<file path="src/rtl/snake_frame_renderer.sv">
// Snake game pixel stage: grid occupancy bitmap with a wipe FSM, plus a
// two-stage render pipeline producing RGB with delay-matched HS/VS.
module snake_frame_renderer #(
  parameter int H_ACTIVE  = 640,
  parameter int V_ACTIVE  = 480,
  parameter int CELL_LOG2 = 4,
  parameter int GRID_W    = 40,
  parameter int GRID_H    = 30
) (
  input  logic       clock,
  input  logic       reset,
  input  logic [9:0] hCount,
  input  logic [9:0] vCount,
  input  logic       hsIn,
  input  logic       vsIn,
  input  logic       wrValid,
  output logic       wrReady,
  input  logic [5:0] wrX,
  input  logic [4:0] wrY,
  input  logic       wrSet,
  input  logic [5:0] headX,
  input  logic [4:0] headY,
  input  logic [5:0] foodX,
  input  logic [4:0] foodY,
  input  logic       wallsOn,
  input  logic       gameOver,
  input  logic       clearStart,
  output logic       clearBusy,
  output logic       HS,
  output logic       VS,
  output logic [3:0] Red,
  output logic [3:0] Green,
  output logic [3:0] Blue
);

  localparam int CELLS  = GRID_W * GRID_H;
  localparam int ADDR_W = $clog2(CELLS);

  typedef enum logic {S_IDLE, S_CLEAR} state_t;

  state_t              state_q, state_d;
  logic [ADDR_W-1:0]   clr_addr_q, clr_addr_d;
  logic                ready_q;

  // NOTE: every variable assigned in always_comb gets a default first, so no latch is inferred.
  always_comb begin
    state_d    = state_q;
    clr_addr_d = clr_addr_q;
    case (state_q)
      S_IDLE: if (clearStart) begin
        state_d    = S_CLEAR;
        clr_addr_d = '0;
      end
      S_CLEAR: begin
        if (clr_addr_q == ADDR_W'(CELLS - 1)) state_d = S_IDLE;
        else clr_addr_d = clr_addr_q + 1'b1;
      end
      default: state_d = S_CLEAR;
    endcase
  end

  // Ready is registered from the next state so it lines up with state_q.
  always_ff @(posedge clock) begin
    if (reset) begin
      state_q    <= S_CLEAR;
      clr_addr_q <= '0;
      ready_q    <= 1'b0;
    end else begin
      state_q    <= state_d;
      clr_addr_q <= clr_addr_d;
      ready_q    <= (state_d == S_IDLE);
    end
  end

  assign wrReady   = ready_q;
  assign clearBusy = ~ready_q;

  logic              wr_in_range;
  logic              mem_we;
  logic [ADDR_W-1:0] mem_addr;
  logic              mem_data;

  assign wr_in_range = (wrX < 6'(GRID_W)) && (wrY < 5'(GRID_H));

  always_comb begin
    mem_we   = 1'b0;
    mem_addr = '0;
    mem_data = 1'b0;
    if (state_q == S_CLEAR) begin
      mem_we   = 1'b1;
      mem_addr = clr_addr_q;
    end else if (wrValid && ready_q && wr_in_range) begin
      mem_we   = 1'b1;
      mem_addr = ADDR_W'(wrY) * ADDR_W'(GRID_W) + ADDR_W'(wrX);
      mem_data = wrSet;
    end
  end

  logic bitmap_q [CELLS];

  // NOTE: the bitmap has no reset; the wipe FSM started by reset zeroes it.
  always_ff @(posedge clock) begin
    if (mem_we) bitmap_q[mem_addr] <= mem_data;
  end

  // Stage 1: raster decode and synchronous bitmap read (old data on same-cycle write).
  logic              active_d;
  logic [5:0]        cell_x_d;
  logic [4:0]        cell_y_d;
  logic [ADDR_W-1:0] rd_addr_d;

  assign active_d  = (hCount < 10'(H_ACTIVE)) && (vCount < 10'(V_ACTIVE));
  assign cell_x_d  = 6'(hCount >> CELL_LOG2);
  assign cell_y_d  = 5'(vCount >> CELL_LOG2);
  assign rd_addr_d = active_d ? ADDR_W'(cell_y_d) * ADDR_W'(GRID_W) + ADDR_W'(cell_x_d) : '0;

  logic       active_q, body_q, hs1_q, vs1_q;
  logic [5:0] cell_x_q;
  logic [4:0] cell_y_q;

  always_ff @(posedge clock) begin
    if (reset) begin
      active_q <= 1'b0;
      body_q   <= 1'b0;
      cell_x_q <= '0;
      cell_y_q <= '0;
      hs1_q    <= 1'b1;
      vs1_q    <= 1'b1;
    end else begin
      active_q <= active_d;
      body_q   <= bitmap_q[rd_addr_d];
      cell_x_q <= cell_x_d;
      cell_y_q <= cell_y_d;
      hs1_q    <= hsIn;
      vs1_q    <= vsIn;
    end
  end

  // Stage 2: classify by priority; game-over turns every lit pixel red.
  logic        head_hit, food_hit, wall_hit;
  logic [11:0] rgb_d, rgb_q;
  logic        hs2_q, vs2_q;

  assign head_hit = (cell_x_q == headX) && (cell_y_q == headY);
  assign food_hit = (cell_x_q == foodX) && (cell_y_q == foodY);
  assign wall_hit = wallsOn && (cell_x_q == '0 || cell_x_q == 6'(GRID_W - 1) ||
                                cell_y_q == '0 || cell_y_q == 5'(GRID_H - 1));

  always_comb begin
    rgb_d = 12'h000;
    if (!active_q)     rgb_d = 12'h000;
    else if (head_hit) rgb_d = 12'h0f0;
    else if (body_q)   rgb_d = 12'h080;
    else if (food_hit) rgb_d = 12'hf00;
    else if (wall_hit) rgb_d = 12'h888;
    if (gameOver && rgb_d != 12'h000) rgb_d = 12'hf00;
  end

  always_ff @(posedge clock) begin
    if (reset) begin
      rgb_q <= 12'h000;
      hs2_q <= 1'b1;
      vs2_q <= 1'b1;
    end else begin
      rgb_q <= rgb_d;
      hs2_q <= hs1_q;
      vs2_q <= vs1_q;
    end
  end

  assign HS    = hs2_q;
  assign VS    = vs2_q;
  assign Red   = rgb_q[11:8];
  assign Green = rgb_q[7:4];
  assign Blue  = rgb_q[3:0];

endmodule

</file>
<file path="config.mk">
export PLATFORM = sky130hd
export DESIGN_NAME = snake_frame_renderer
export DESIGN_NICKNAME = d
export VERILOG_FILES = /design/src/rtl/snake_frame_renderer.sv
export SDC_FILE = /design/constraint.sdc
export NUM_CORES = 2
export LEC_CHECK = 0
export BUFFER_PORTS_ARGS = -buffer_cell sky130_fd_sc_hd__buf_2
export CAP_MARGIN = 15
export CELL_PAD_IN_SITES_DETAIL_PLACEMENT = 1
export CELL_PAD_IN_SITES_GLOBAL_PLACEMENT = 2
export CORE_AREA = 2 2 369 518
export DETAILED_ROUTE_END_ITERATION = 8
export DIE_AREA = 0 0 371 520
export GPL_TIMING_DRIVEN = 0
export PLACE_DENSITY = 0.55
export REMOVE_ABC_BUFFERS = 1
export SYNTH_ARGS = -nofsm -noshare
export SYNTH_HDL_FRONTEND = slang
export SYNTH_SLANG_ARGS = --single-unit
</file>
<file path="constraint.sdc">
create_clock -name clock -period 58.9 [get_ports clock]
set_input_delay 5.89 -clock clock [delete_from_list [all_inputs] [get_ports clock]]
set_output_delay 5.89 -clock clock [all_outputs]
set_load 0.005 [all_outputs]
</file>
==> PnR_summary.wiki <==
{| class="wikitable"
! Metric !! Value
|-
| Avg Vias per Cell || 5.58
|-
| Endpoint with the worst hold slack || VS
|-
| Static Leak || 18.9 nW
|-
| Crit path DAT || 12140 ps
|-
| Worst path required time || 59510 ps
|-
| Final Net Count || 4748
|-
| Combinational family with the most area after synthesis || simple AND/OR/NAND/NOR gates
|-
| Initial DRT Pass Iterations || 5
|-
| Worst min-delay path category || register to register
|-
| Count of cell types in the netlist || 89
|-
| Post-Route Setup TNS || 0 ps
|-
| Clock tree root buffer cell || sky130_fd_sc_hd__clkbuf_16
|-
| Sequential area share after synthesis || 65.3%
|-
| Biggest area contributors in the synthesized netlist || sky130_fd_sc_hd__edfxtp_1 64%, sky130_fd_sc_hd__nor2_1 8.9%, sky130_fd_sc_hd__mux2i_1 4.2%
|-
| Initial core utilization || 29.8%
|-
| Kind of end point of the critical path || register
|-
| IO Count || 78
|-
| Hold Violations, Final || 0
|-
| Fraction of the mapped netlist area in adder cells || 0.565%
|-
| Final estimated routing congestion in global placement || 0.740
|-
| Simple-Gate Fraction of Synth Area || 13.1%
|-
| Top achievable clock speed || 86.7 MHz
|-
| TritonCTS Buffers || 136
|-
| Final clock period utilization by the worst path || 19.6%
|-
| Area fraction in compound gates after synthesis || 9.57%
|-
| Die height || 520 um
|-
| Port Buf Inserts || 66
|-
| Worst-Skew Late Latency || 790 ps
|-
| Vias in the first global route || 41128
|-
| Minimum setup slack after placement || 46510 ps
|-
| Count of cells along the worst hold path || 1
|-
| Worst Hold Launch || vs1_q
|-
| Die extent in x || 371 um
|-
| Pin count of the biggest net entering global routing || 104
|-
| Row count || 189
|-
| Placed wire-length estimate after detailed placement || 143000 um
|-
| Number of H-tree levels || 4
|-
| Clock input transition at the sequential cells of the worst setup and hold paths || 60 ps
|-
| Min Tclk post-route || 11540 ps
|-
| Buffer count from post-CTS setup fixing || 0
|-
| Total die area || 193000 um2
|-
| Total Wirelength || 239000 um
|-
| Top flip-flop cell by instance count after synthesis || sky130_fd_sc_hd__edfxtp_1
|-
| P&R area growth vs syn || 18.2%
|-
| Share of cells above drive strength 1 || 13.4%
|-
| Max-slew headroom || 9.52%
|-
| Synthesized area per cell || 11.9 um2
|-
| Flops & latches, synth || 1235
|-
| Remaining antenna violation count after routing || 0
|-
| Actual slew at the worst max-slew pin || 1340 ps
|-
| Total of max-cap violations || 0
|-
| Number of setup violations in the final report || 0
|-
| Cell taking the most area after synthesis || sky130_fd_sc_hd__edfxtp_1
|-
| Syn. warnings || 0
|-
| Total Routing Usage GR || 24.5%
|-
| Worst setup margin || 47360 ps
|-
| Synth Area in XOR/XNOR || 0.607%
|-
| VDD IR-drop max || 0.0181 mV
|-
| Core region area || 188000 um2
|-
| Async set-reset flop share out of synthesis || 0%
|-
| Share of Yosys cell area claimed by the top area cell type || 64.1%
|-
| Post-Syn Instances || 4719
|-
| Count of hold-fix buffers inserted at cts || 0
|-
| Mean routed wirelength per cell || 33.0 um
|-
| Status || finished clean
|-
| Maximum net fanout on the critical path || 90
|-
| Final standard cell count with taps included and fillers excluded || 7241
|-
| Internal reg-to-reg setup slack || 54520 ps
|-
| Length in cells of the worst reg-to-reg path || 8
|-
| Total overflow reported by the global router || 0
|-
| Detailed Route Iter0 Violations || 3472
|-
| Cell area after synthesis || 56200 um2
|-
| Power density relative to cell area || 29.2 nW/um2
|-
| Multiplexer share of the synthesized area || 7.12%
|-
| Category of the most critical setup path || input port to register
|-
| Global-route wire length before repair || 330000 um
|-
| DRC || 0
|-
| Via count || 40409
|-
| Setup skew after layout || 18.3 ps
|-
| Antenna violations before repair || 13
|-
| R2R Path Start || state_q
|-
| Clk sinks || 1235
|-
| Clock tree from TritonCTS || built
|-
| FF-to-FF End || bitmap_q[261]
|-
| Setup repair after global routing missed its margin || no
|-
| Total placed cells including tap cells || 6979
|-
| Clock buffer depth || 3
|-
| Count of instances resized after the clock tree is built || 0
|-
| Number of max-slew violations in the final report || 0
|-
| Kind of launch point of the worst setup path || input port
|-
| Number of flops mapped to enable cells by yosys || 1200
|}
-- worst max-delay path, stage by stage --
cell and delay [ps]:
sky130_fd_sc_hd__buf_8 540, sky130_fd_sc_hd__buf_16 430, sky130_fd_sc_hd__buf_16 440, sky130_fd_sc_hd__inv_4 290, sky130_fd_sc_hd__buf_16 280, sky130_fd_sc_hd__nor3_4 680, sky130_fd_sc_hd__buf_16 230, sky130_fd_sc_hd__buf_16 170
sky130_fd_sc_hd__buf_16 180, sky130_fd_sc_hd__buf_16 170, sky130_fd_sc_hd__mux2i_1 210, sky130_fd_sc_hd__a221o_1 160, sky130_fd_sc_hd__a32oi_1 160, sky130_fd_sc_hd__a211o_1 440, sky130_fd_sc_hd__or4_1 690, sky130_fd_sc_hd__o221ai_1 550
sky130_fd_sc_hd__o2111ai_1 280
-- area by class of cell --
type	count	area (um2)
tap	2483	3110
antenna	2	5.00
timing repair buffer	255	4410
fill	19761	122000
inverter	27	113
clock inverter	47	359
multi-input combinational	3008	18000
clock buffer	184	3760
sequential	1235	36700
-- synthesized netlist by cell type, drive strengths merged (14+ instances only) --
library cell / count
buf: 157
xnor2: 17
nand3: 60
nor2: 1340
o221ai: 65
edfxtp: 1200
dfxtp: 35
a221oi: 32
mux2: 92
o31ai: 16
a22oi: 14
and2: 15
mux2i: 238
o21ai: 136
xor2: 22
ha: 19
nand2b: 15
o211ai: 32
a31oi: 29
nor2b: 27
a2111oi: 23
a211oi: 39
clkbuf: 294
o32ai: 15
nor4: 14
a21oi: 144
nor3: 55
o22ai: 81
o21a: 14
inv: 26
nand2: 205
mux4: 26
nand4: 28
-- layout by cell type (no fill, tap or decap), types with 48 or more instances in the layout --
cell type,netlist,routed
sky130_fd_sc_hd__nor2_1,1339,1334
sky130_fd_sc_hd__o221ai_1,65,65
sky130_fd_sc_hd__mux2i_1,238,238
sky130_fd_sc_hd__o21ai_0,134,133
sky130_fd_sc_hd__nand3_1,60,53
sky130_fd_sc_hd__edfxtp_1,1200,1200
sky130_fd_sc_hd__a21oi_1,144,144
sky130_fd_sc_hd__buf_16,0,101
sky130_fd_sc_hd__nand2_1,205,172
sky130_fd_sc_hd__o22ai_1,81,79
sky130_fd_sc_hd__buf_2,91,66
sky130_fd_sc_hd__nor3_1,53,48
sky130_fd_sc_hd__clkbuf_16,0,143
sky130_fd_sc_hd__mux2_2,92,92
-- cells by family (layout without fill, tap and decap cells) --
kind of cell,count (synthesis),after routing
other,1,5
and+or+nand+nor,1811,1811
DFF,1235,1235
adders and majority gates,23,23
xor gates and xnor gates,39,39
AOI/OAI and AO/OA,776,776
buffers and inverters,478,513
muxes,356,356
-- sequential cells by signal (all words and copies together), names as in the netlist --
name	count
bitmap_q	1200
cell_x_q	6
state_q	1
rgb_q	5
wrReady	1
VS	1
HS	1
cell_y_q	5
clr_addr_q	11
hs1_q	1
body_q	1
vs1_q	1
active_q	1
-- how the worst max path moves through the flow --
| stage | startpoint | end | slack (ps) | cells after the start |
|---|---|---|---|---|
| floorplan | wrX[4] | bitmap_q[0] | 34050 | 3 |
| global placement | wrX[4] | bitmap_q[10] | 19180 | 4 |
| detailed placement | hCount[6] | body_q | 46510 | 17 |
| CTS | hCount[6] | body_q | 47360 | 17 |
| global route | hCount[6] | body_q | 47200 | 17 |
| finish | hCount[6] | body_q | 47360 | 17 |
-- report_power, final --
part           total, mW  internal (mW)  switching (mW)  leakage [nW]
combinational      0.158         0.0454           0.113          7.82
sequential         0.951          0.950         0.00125          9.10
clock              0.832          0.470           0.362          2.00
total               1.94           1.47           0.476          18.9
-- routing by layer --
| layer | up-vias | share of wire, % | track usage [%] |
|---|---|---|---|
| met5 | - | 0.015 | 0 |
| met4 | 6 | 2.5 | 6.64 |
| met1 | 21910 | 42 | 31.4 |
| met3 | 280 | 4.1 | 2.61 |
| met2 | 1073 | 51 | 43.6 |
| li1 | 17140 | - | - |
-- through the flow --
step                      power (mW)  util, %  hold WS (ps)  cell area [um2]
after floorplan                 1.02        -           389            54300
after global placement          1.12     30.6           397            57700
after detailed placement        1.13     32.7           401            61600
after CTS                       1.96     34.9           415            65700
after global routing            1.99     35.3           423            66500
final                           1.94     35.3           411            66500
Note: power is estimated with default switching activity, not from simulation.
